**src/rtl/cpu_seq_ctrl_if.sv**
```systemverilog
// Bus handshake between the instruction sequencer (master) and memory (slave).
// Carries the strobe/ack pair, write enable, address source select and read data.
interface cpu_seq_ctrl_if;
  logic [15:0] instr_i;
  logic        ack_i;
  logic        stb_o;
  logic        we_o;
  logic        adr_sel;

  modport master (
    input  instr_i,
    input  ack_i,
    output stb_o,
    output we_o,
    output adr_sel
  );

  modport slave (
    output instr_i,
    output ack_i,
    input  stb_o,
    input  we_o,
    input  adr_sel
  );
endinterface

```
**src/rtl/cpu_seq_ctrl.sv**
```systemverilog
// Multi-cycle sequencer for the 16-bit CPU: fetch/decode/exec/mem/wb stepping,
// bus strobe handshake with a wait-state timeout, and PC/IR/RF update strobes.
module cpu_seq_ctrl #(
  parameter int TIMEOUT = 15
) (
  input  logic        clk,
  input  logic        rst_n,
  cpu_seq_ctrl_if.master bus,
  input  logic        zero,
  output logic        ir_we,
  output logic        pc_we,
  output logic [1:0]  pc_mux,
  output logic        rf_we,
  output logic        illegal_o,
  output logic        bus_err_o,
  output logic        busy,
  output logic [2:0]  state_o
);

  typedef enum logic [2:0] {
    IDLE   = 3'd0,
    FETCH  = 3'd1,
    DECODE = 3'd2,
    EXEC   = 3'd3,
    MEM    = 3'd4,
    WB     = 3'd5,
    HALT   = 3'd6
  } state_t;

  localparam logic [3:0] OP_NOP   = 4'b0000;
  localparam logic [3:0] OP_ALU0  = 4'b0001;
  localparam logic [3:0] OP_ALU1  = 4'b0010;
  localparam logic [3:0] OP_ALU2  = 4'b0011;
  localparam logic [3:0] OP_LOAD  = 4'b0100;
  localparam logic [3:0] OP_STORE = 4'b0101;
  localparam logic [3:0] OP_BRZ   = 4'b0110;
  localparam logic [3:0] OP_JMP   = 4'b0111;
  localparam logic [3:0] OP_HALT  = 4'b1111;

  localparam logic [1:0] PC_INC = 2'b00;
  localparam logic [1:0] PC_REL = 2'b01;
  localparam logic [1:0] PC_ABS = 2'b10;

  localparam logic [3:0] TIMEOUT_CNT = 4'(TIMEOUT);

  state_t     state_reg, state_next;
  logic [3:0] opcode_reg, opcode_next;
  logic [3:0] wait_cnt_reg, wait_cnt_next;

  logic stb, we, adr;
  logic timeout;

  // Only the opcode field feeds sequencing; operand fields go to the decode unit.
  logic unused_operand;
  assign unused_operand = ^bus.instr_i[11:0];

  assign timeout = (wait_cnt_reg == TIMEOUT_CNT);

  always_ff @(posedge clk or negedge rst_n) begin
    if (!rst_n) begin
      state_reg    <= IDLE;
      opcode_reg   <= 4'd0;
      wait_cnt_reg <= 4'd0;
    end else begin
      state_reg    <= state_next;
      opcode_reg   <= opcode_next;
      wait_cnt_reg <= wait_cnt_next;
    end
  end

  always_comb begin
    state_next  = state_reg;
    opcode_next = opcode_reg;
    stb         = 1'b0;
    we          = 1'b0;
    adr         = 1'b0;
    ir_we       = 1'b0;
    pc_we       = 1'b0;
    pc_mux      = PC_INC;
    rf_we       = 1'b0;
    illegal_o   = 1'b0;
    bus_err_o   = 1'b0;

    case (state_reg)
      IDLE: state_next = FETCH;

      FETCH: begin
        stb = 1'b1;
        if (bus.ack_i) begin
          ir_we       = 1'b1;
          pc_we       = 1'b1;
          pc_mux      = PC_INC;
          opcode_next = bus.instr_i[15:12];
          state_next  = DECODE;
        end else if (timeout) begin
          bus_err_o  = 1'b1;
          state_next = HALT;
        end
      end

      DECODE: begin
        case (opcode_reg)
          OP_NOP:                       state_next = FETCH;
          OP_ALU0, OP_ALU1, OP_ALU2,
          OP_LOAD, OP_STORE,
          OP_BRZ, OP_JMP:               state_next = EXEC;
          OP_HALT:                      state_next = HALT;
          default: begin
            illegal_o  = 1'b1;
            state_next = FETCH;
          end
        endcase
      end

      EXEC: begin
        case (opcode_reg)
          OP_ALU0, OP_ALU1, OP_ALU2: state_next = WB;
          OP_LOAD, OP_STORE:         state_next = MEM;
          OP_BRZ: begin
            if (zero) begin
              pc_we  = 1'b1;
              pc_mux = PC_REL;
            end
            state_next = FETCH;
          end
          OP_JMP: begin
            pc_we      = 1'b1;
            pc_mux     = PC_ABS;
            state_next = FETCH;
          end
          default: state_next = FETCH;
        endcase
      end

      MEM: begin
        stb = 1'b1;
        adr = 1'b1;
        we  = (opcode_reg == OP_STORE);
        if (bus.ack_i) begin
          state_next = (opcode_reg == OP_LOAD) ? WB : FETCH;
        end else if (timeout) begin
          bus_err_o  = 1'b1;
          state_next = HALT;
        end
      end

      WB: begin
        rf_we      = 1'b1;
        state_next = FETCH;
      end

      HALT: state_next = HALT;

      default: state_next = IDLE;
    endcase

    // Every path out of FETCH/MEM passes through a cycle with stb low or an
    // ack, so clearing here doubles as the clear-on-entry.
    if (stb && !bus.ack_i && !timeout) begin
      wait_cnt_next = wait_cnt_reg + 4'd1;
    end else begin
      wait_cnt_next = 4'd0;
    end
  end

  assign bus.stb_o   = stb;
  assign bus.we_o    = we;
  assign bus.adr_sel = adr;

  assign busy    = (state_reg != IDLE) && (state_reg != HALT);
  assign state_o = state_reg;

endmodule

```
**src/flat_wrapper.sv**
```systemverilog
// flat-port wrapper written by rule: the top's interface ports become plain ports
module cpu_seq_ctrl_flat 
#(
  parameter int TIMEOUT = 15
)
  (clk, rst_n, zero, ir_we, pc_we, pc_mux, rf_we, illegal_o, bus_err_o, busy, state_o, bus_instr_i, bus_ack_i, bus_stb_o, bus_we_o, bus_adr_sel);
  cpu_seq_ctrl_if bus_i ();
  input  logic clk;
  input  logic rst_n;
  input  logic zero;
  output logic ir_we;
  output logic pc_we;
  output logic [1:0] pc_mux;
  output logic rf_we;
  output logic illegal_o;
  output logic bus_err_o;
  output logic busy;
  output logic [2:0] state_o;
  input wire logic [$bits(bus_i.instr_i)-1:0] bus_instr_i;
  input wire logic [$bits(bus_i.ack_i)-1:0] bus_ack_i;
  output wire logic [$bits(bus_i.stb_o)-1:0] bus_stb_o;
  output wire logic [$bits(bus_i.we_o)-1:0] bus_we_o;
  output wire logic [$bits(bus_i.adr_sel)-1:0] bus_adr_sel;
  assign bus_i.instr_i = bus_instr_i;
  assign bus_i.ack_i = bus_ack_i;
  assign bus_stb_o = bus_i.stb_o;
  assign bus_we_o = bus_i.we_o;
  assign bus_adr_sel = bus_i.adr_sel;
  cpu_seq_ctrl #(.TIMEOUT(TIMEOUT)) u_core (.clk(clk), .rst_n(rst_n), .bus(bus_i), .zero(zero), .ir_we(ir_we), .pc_we(pc_we), .pc_mux(pc_mux), .rf_we(rf_we), .illegal_o(illegal_o), .bus_err_o(bus_err_o), .busy(busy), .state_o(state_o));
endmodule
```
**config.mk**
```make
export PLATFORM = sky130hd
export DESIGN_NAME = cpu_seq_ctrl_flat
export DESIGN_NICKNAME = d
export VERILOG_FILES = /design/src/rtl/cpu_seq_ctrl_if.sv /design/src/rtl/cpu_seq_ctrl.sv /design/src/flat_wrapper.sv
export SDC_FILE = /design/constraint.sdc
export NUM_CORES = 1
export LEC_CHECK = 0
export ABC_AREA = 0
export CAP_MARGIN = 10
export CORE_ASPECT_RATIO = 1.1
export CORE_MARGIN = 10
export CORE_UTILIZATION = 39
export DETAILED_ROUTE_END_ITERATION = 8
export HOLD_SLACK_MARGIN = 0.03
export PLACE_DENSITY = 0.77
export SLEW_MARGIN = 20
export SYNTH_ARGS = -nofsm -noshare
export SYNTH_HDL_FRONTEND = slang
export SYNTH_SLANG_ARGS = --single-unit
export TNS_END_PERCENT = 30
```
**constraint.sdc**
```tcl
create_clock -name clk -period 1.71 [get_ports clk]
set_input_delay 0.4275 -clock clk [delete_from_list [all_inputs] [get_ports clk]]
set_output_delay 0.4275 -clock clk [all_outputs]
set_load 0.05 [all_outputs]
```
# Word-level counts from Yosys, hierarchy flattened
# Cells that the tools add are included.
classes:
  eq_ne: 16
  n_mux: 25
  reduce_logical: 15
  addsub: 1
ops:
  columns: ["op", "count"]
  rows:
  - ["one-hot mux 3 bit (6 select lines)", 1]
  - ["== test 4 x 3 -> 1 bit (second input constant)", 4]
  - ["two-way mux 1 bit", 13]
  - ["two-way mux 3 bit", 4]
  - ["one-hot mux 3 bit (2 select lines)", 2]
  - ["== test 3 bit (second input constant)", 3]
  - ["OR reduction 9 bit", 1]
  - ["== test 4 x 2 -> 1 bit (second input constant)", 2]
  - ["== test 4 bit (second input constant)", 2]
  - ["OR reduction 7 bit", 1]
  - ["== test 3 x 2 -> 1 bit (second input constant)", 2]
  - ["OR reduction 2 bit", 3]
  - ["adder 4 x 1 -> 4 bit (second input constant)", 1]
  - ["== test 4 x 1 -> 1 bit (second input constant)", 1]
  - ["logical NOT 4 bit", 1]
  - ["two-way mux 4 bit", 1]
  - ["one-hot mux 1 bit (2 select lines)", 2]
  - ["one-hot mux 2 bit (2 select lines)", 1]
  - ["== test 3 x 1 -> 1 bit (second input constant)", 1]
  - ["logical AND 1 bit", 3]
  - ["logical NOT 3 bit", 1]
  - ["inequality test 3 bit (second input constant)", 1]
  - ["nonzero test 3 bit", 1]
  - ["OR reduction 3 bit", 1]
  - ["other kinds (3)", 4]
totals:
  reg_bits: 11
  input_bits: 20
  out_inout_bits: 14

# Depth between registers and ports, before layout
depth:
  word_depth: 6
  mapped_depth: 6
  ltp_nobuf: 5

# Least setup slack after synthesis
# Ideal clock, no wire load.
synth_timing:
  path_kind: "reg-to-output"
  startpoint: "reg u_core.state_reg[0], in the netlist u_core.state_o[0]"
  endpoint: "out bus_we_o"
  required_time_ns: 1.282
  t_arrival_ns: 2.552
  slack_ns: -1.269
  stages_incl_launch_ff: 6
  path_cell_list: "dfrtp_1 buf_2 and2b_2 nor2b_1 nand2_1 nor2_1"
synth_between:
  elab_chain_cells: 2
synth_rtl:
  columns: ["item", "line", "rtl"]
  rows:
  - ["start: declaration", "cpu_seq_ctrl.sv:46", "state_t state_reg, state_next;"]
  - ["start signal: assignment", "cpu_seq_ctrl.sv:65", "state_reg <= state_next;"]
  - ["== test 3 bit", "cpu_seq_ctrl.sv:84", "case (state_reg)"]
  - ["two-way mux 1 bit", "cpu_seq_ctrl.sv:84", null]
  - ["end: declaration", "flat_wrapper.sv:22", "output wire logic [$bits(bus_i.we_o)-1:0] bus_we_o;"]
# Every way passes these cells.

# Worst setup path in the final report
layout_timing:
  startpoint: "reg u_core.opcode_reg[3]"
  endpoint: "out pc_mux[0]"
layout_between:
  elab_chain_cells: 3
layout_rtl:
  columns: ["item", "line", "rtl"]
  rows:
  - ["start: declaration", "cpu_seq_ctrl.sv:47", "logic [3:0] opcode_reg, opcode_next;"]
  - ["start signal: assignment", "cpu_seq_ctrl.sv:66", "opcode_reg <= opcode_next;"]
  - ["== test 4 x 3 -> 1 bit", "cpu_seq_ctrl.sv:116", "case (opcode_reg)"]
  - ["one-hot mux 2 bit (2 select lines) (*)", "cpu_seq_ctrl.sv:116", null]
  - ["two-way mux 2 bit (*)", null, null]
  - ["end: declaration", "flat_wrapper.sv:13", "output logic [1:0] pc_mux;"]
# Every way passes the cells marked *; elsewhere a longest branch is shown, timed or not.

==> results.md <==
- RePlAce Congestion: 0.7632
- Dpl cells: between 100 and 150
- Setup violators final: 11
- Rows: 16
- Slew of the pin with the lowest slew margin: 0.4555 ns
- Max-cap viol count: 0
- Routed Wire Length: approximately 2000 um
- Synth Cell Area: just over 700 um2
- Initial antenna violation count: 0
- Net Count, Synth: 104
- Pre-antenna DRT Iters: 4
- Pwr per Cell Area: 1961 nW/um2
- Boundary Pins: 34
- RR Startpoint: u_core.state_o[2]$_DFF_PN0_
- Initial DRC Count: 31
- Routed wire per std cell: between 10 and 15 um
- CP Max Fanout: 3
- Hold Path Depth: 1
- Static Leak: around 0.57 nW
- Hold Crit Start: u_core.wait_cnt_reg[0]$_DFF_PN0_
- Type of the worst min-delay path: flip-flop to flip-flop
- Min Tclk post-route: between 1.5 and 2 ns
- Initial core utilization: 40.84%
- Die area: slightly below 4000 um2
- Fillers: around 120
- Core Region: around 1800 um2
- # diodes: 0
- DR vias: 771
- Data arrival, critical path: approximately 1.5 ns
- Setup CP Type: flip-flop to output port
- Async SR Flop Fraction: 100.0%
- Yosys warning total: 0
- Tot GR Track Use: around a tenth
- Reg2Reg Setup Slack: around 0.24 ns
- Post-DRT Antenna Nets: 0
- Main synth FF type: dfrtp_1
- Final Max Tran Viols: 0
- TritonCTS Buffers: 3
- CTS H-tree lvls: 1
- Pin count of the biggest net entering global routing: 12
- Setup TNS: -1.636 ns
- Die Y: ~65 um
- Setup slack after layout: -0.2312 ns
- Reg clk slew, reported paths: about 0.06 ns
- Leading cell types in the layout, fill and taps excluded: buf_4 (19), buf_12 (13), nor2_1 (8)
- Post-synth EDFFs: 0
- Rel. slew slack: slightly below 70%
- Grt ovf: 0
- Clk root buf: clkbuf_4
- PortBufs: 21
- Commonest non-fill, non-tap cell in the layout: buf_4
- Register Area: 280.3 um2
- Worst IR Drop VDD: between 1 and 1.5 mV
- Fin. Hold Viols: 0
- CTS tree: yes
- WHS Endpoint: u_core.wait_cnt_reg[0]$_DFF_PN0_
- Mapped Avg Cell Area: 8.668 um2
- Crit end category: output port
- Clock Path Buffers: 2
- Finished Layout Cells: 142
- Fmax: ~520 MHz
- Final period utilization: 113.5%
- CTS Sinks: 11
- Reg2reg end: u_core.opcode_reg[2]$_DFFE_PN0P_
- Count of unique library cells instantiated by Yosys: 34
- Share of layout cells above drive strength 1: 54.03%
- Failing checks: negative setup slack
- Fin nets: roughly 150
- Vias in the first global route: between 700 and 800
- Synth-to-Final Area Change: 90.78%
- Outcome: finished with violations
- Yosys reg bits: 11
- Worst r2r path cells: 5
- Clk_lat worst skew: roughly 0.26 ns
- Vias/cell: 5.430
- DR DRC count: 0
- Hold-fix buffers, CTS: 0
- Critical Path Source Type: flip-flop
- Post-synthesis sequential area ratio: about two fifths
- Critical Path RT: 1.28 ns
- DP HPWL: between 1500 and 2000 um
- Area of the multi-input gates: 529.3 um2
- Post-synthesis cell count: a little over 80
- Worst Clk Skew: ~0.0012 ns
- Die X: about 60 um
- First-pass GRT wire length: approximately 3300 um
- RSZ-0062 raised after global routing: yes
[how the worst max path moves through the flow]
stage / startpoint / endpoint / slack (ns) / cells past startpoint
after global placement: bus_ack_i / pc_we / -0.19 / 4
after global routing: u_core.state_o[2]$_DFF_PN0_ / bus_we_o / -0.29 / 6
after detailed placement: bus_ack_i / pc_we / -0.20 / 4
after floorplan: u_core.state_o[0]$_DFF_PN0_ / bus_we_o / -0.35 / 5
final: u_core.opcode_reg[3]$_DFFE_PN0P_ / pc_mux[0] / -0.23 / 5
after CTS: u_core.state_o[2]$_DFF_PN0_ / pc_mux[0] / -0.26 / 5
[cells by family after synthesis]
family	synth area share, %
buffers and inverters	7.131
AOI/OAI and AO/OA	14.26
adders and majority gates	1.739
xor gates and xnor gates	3.653
muxes	4.695
DFF	38.26
and+or+nand+nor	30.26
[where the power goes]
group | total, W | switching [W] | internal (W) | leakage (nW)
logic | 0.00197 | 0.000964 | 0.00101 | 0.422
registers | 0.000555 | 0.000190 | 0.000365 | 0.135
clock network | 0.000164 | 0.0000744 | 0.0000900 | 0.0150
[what timing repair did]
action                                  CTS  global route
pin swaps                                 7             5
setup buffers                             6             2
endpoints found under the hold margin     0             0
resized for setup                         8             5
endpoints found under the setup margin   10            11
[Yosys cell counts, types with 2 or more instances]
library cell / number / share of area [%]
a21oi_1: 2 / 1.4
nand3_1: 3 / 2.1
and3_1: 3 / 2.6
nor3_1: 3 / 2.1
o21bai_1: 2 / 2.1
nor2b_1: 3 / 2.6
nor2_1: 13 / 6.8
inv_1: 2 / 1.0
nand2_1: 7 / 3.7
nand2b_1: 3 / 2.6
mux2_2: 3 / 4.7
o211ai_1: 2 / 2.1
o21ai_0: 4 / 2.8
buf_2: 2 / 1.4
dfrtp_1: 11 / 38
xnor2_1: 2 / 2.4
[cell type report]
class / count / share of cell area (%)
sequential: 11 / 20.42
inverter: 2 / 0.5469
clock buffer: 4 / 1.914
timing repair buffer: 42 / 36.92
multi-input combinational: 65 / 38.56
tap: 18 / 1.641
[through the flow]
step           setup WS (ns)  hold slack, ns  utilization (%)  power, W  instance area [um2]
3_3_place_gp         -0.1867          0.4425            69.39  0.002201                 1222
6_report             -0.2312          0.4617            77.91  0.002691                 1373
5_1_grt              -0.2891          0.4969            77.91  0.002845                 1373
3_5_place_dp         -0.1997          0.4599            69.39  0.002239                 1222
4_1_cts              -0.2634          0.4683            75.50  0.002577                 1330
2_1_floorplan        -0.3486          0.1319                -  0.001557                818.3
[routing by layer]
metal / track usage [%] / vias to the layer above / wire length, um
met3: 3.704 / 5 / 164
met5: 0 / - / 0
met1: 11.90 / 365 / 796
met2: 16.84 / 25 / 1009
li1: - / 376 / -
met4: 4.121 / 0 / 34
[critical path, cell delays in order (launching register included)]
cell	delay (ns)
dfrtp_1	0.38
nand2b_2	0.21
nor2_4	0.13
nand3_4	0.12
nor3b_4	0.24
buf_12	0.17
(Power assumes the default switching activity.)
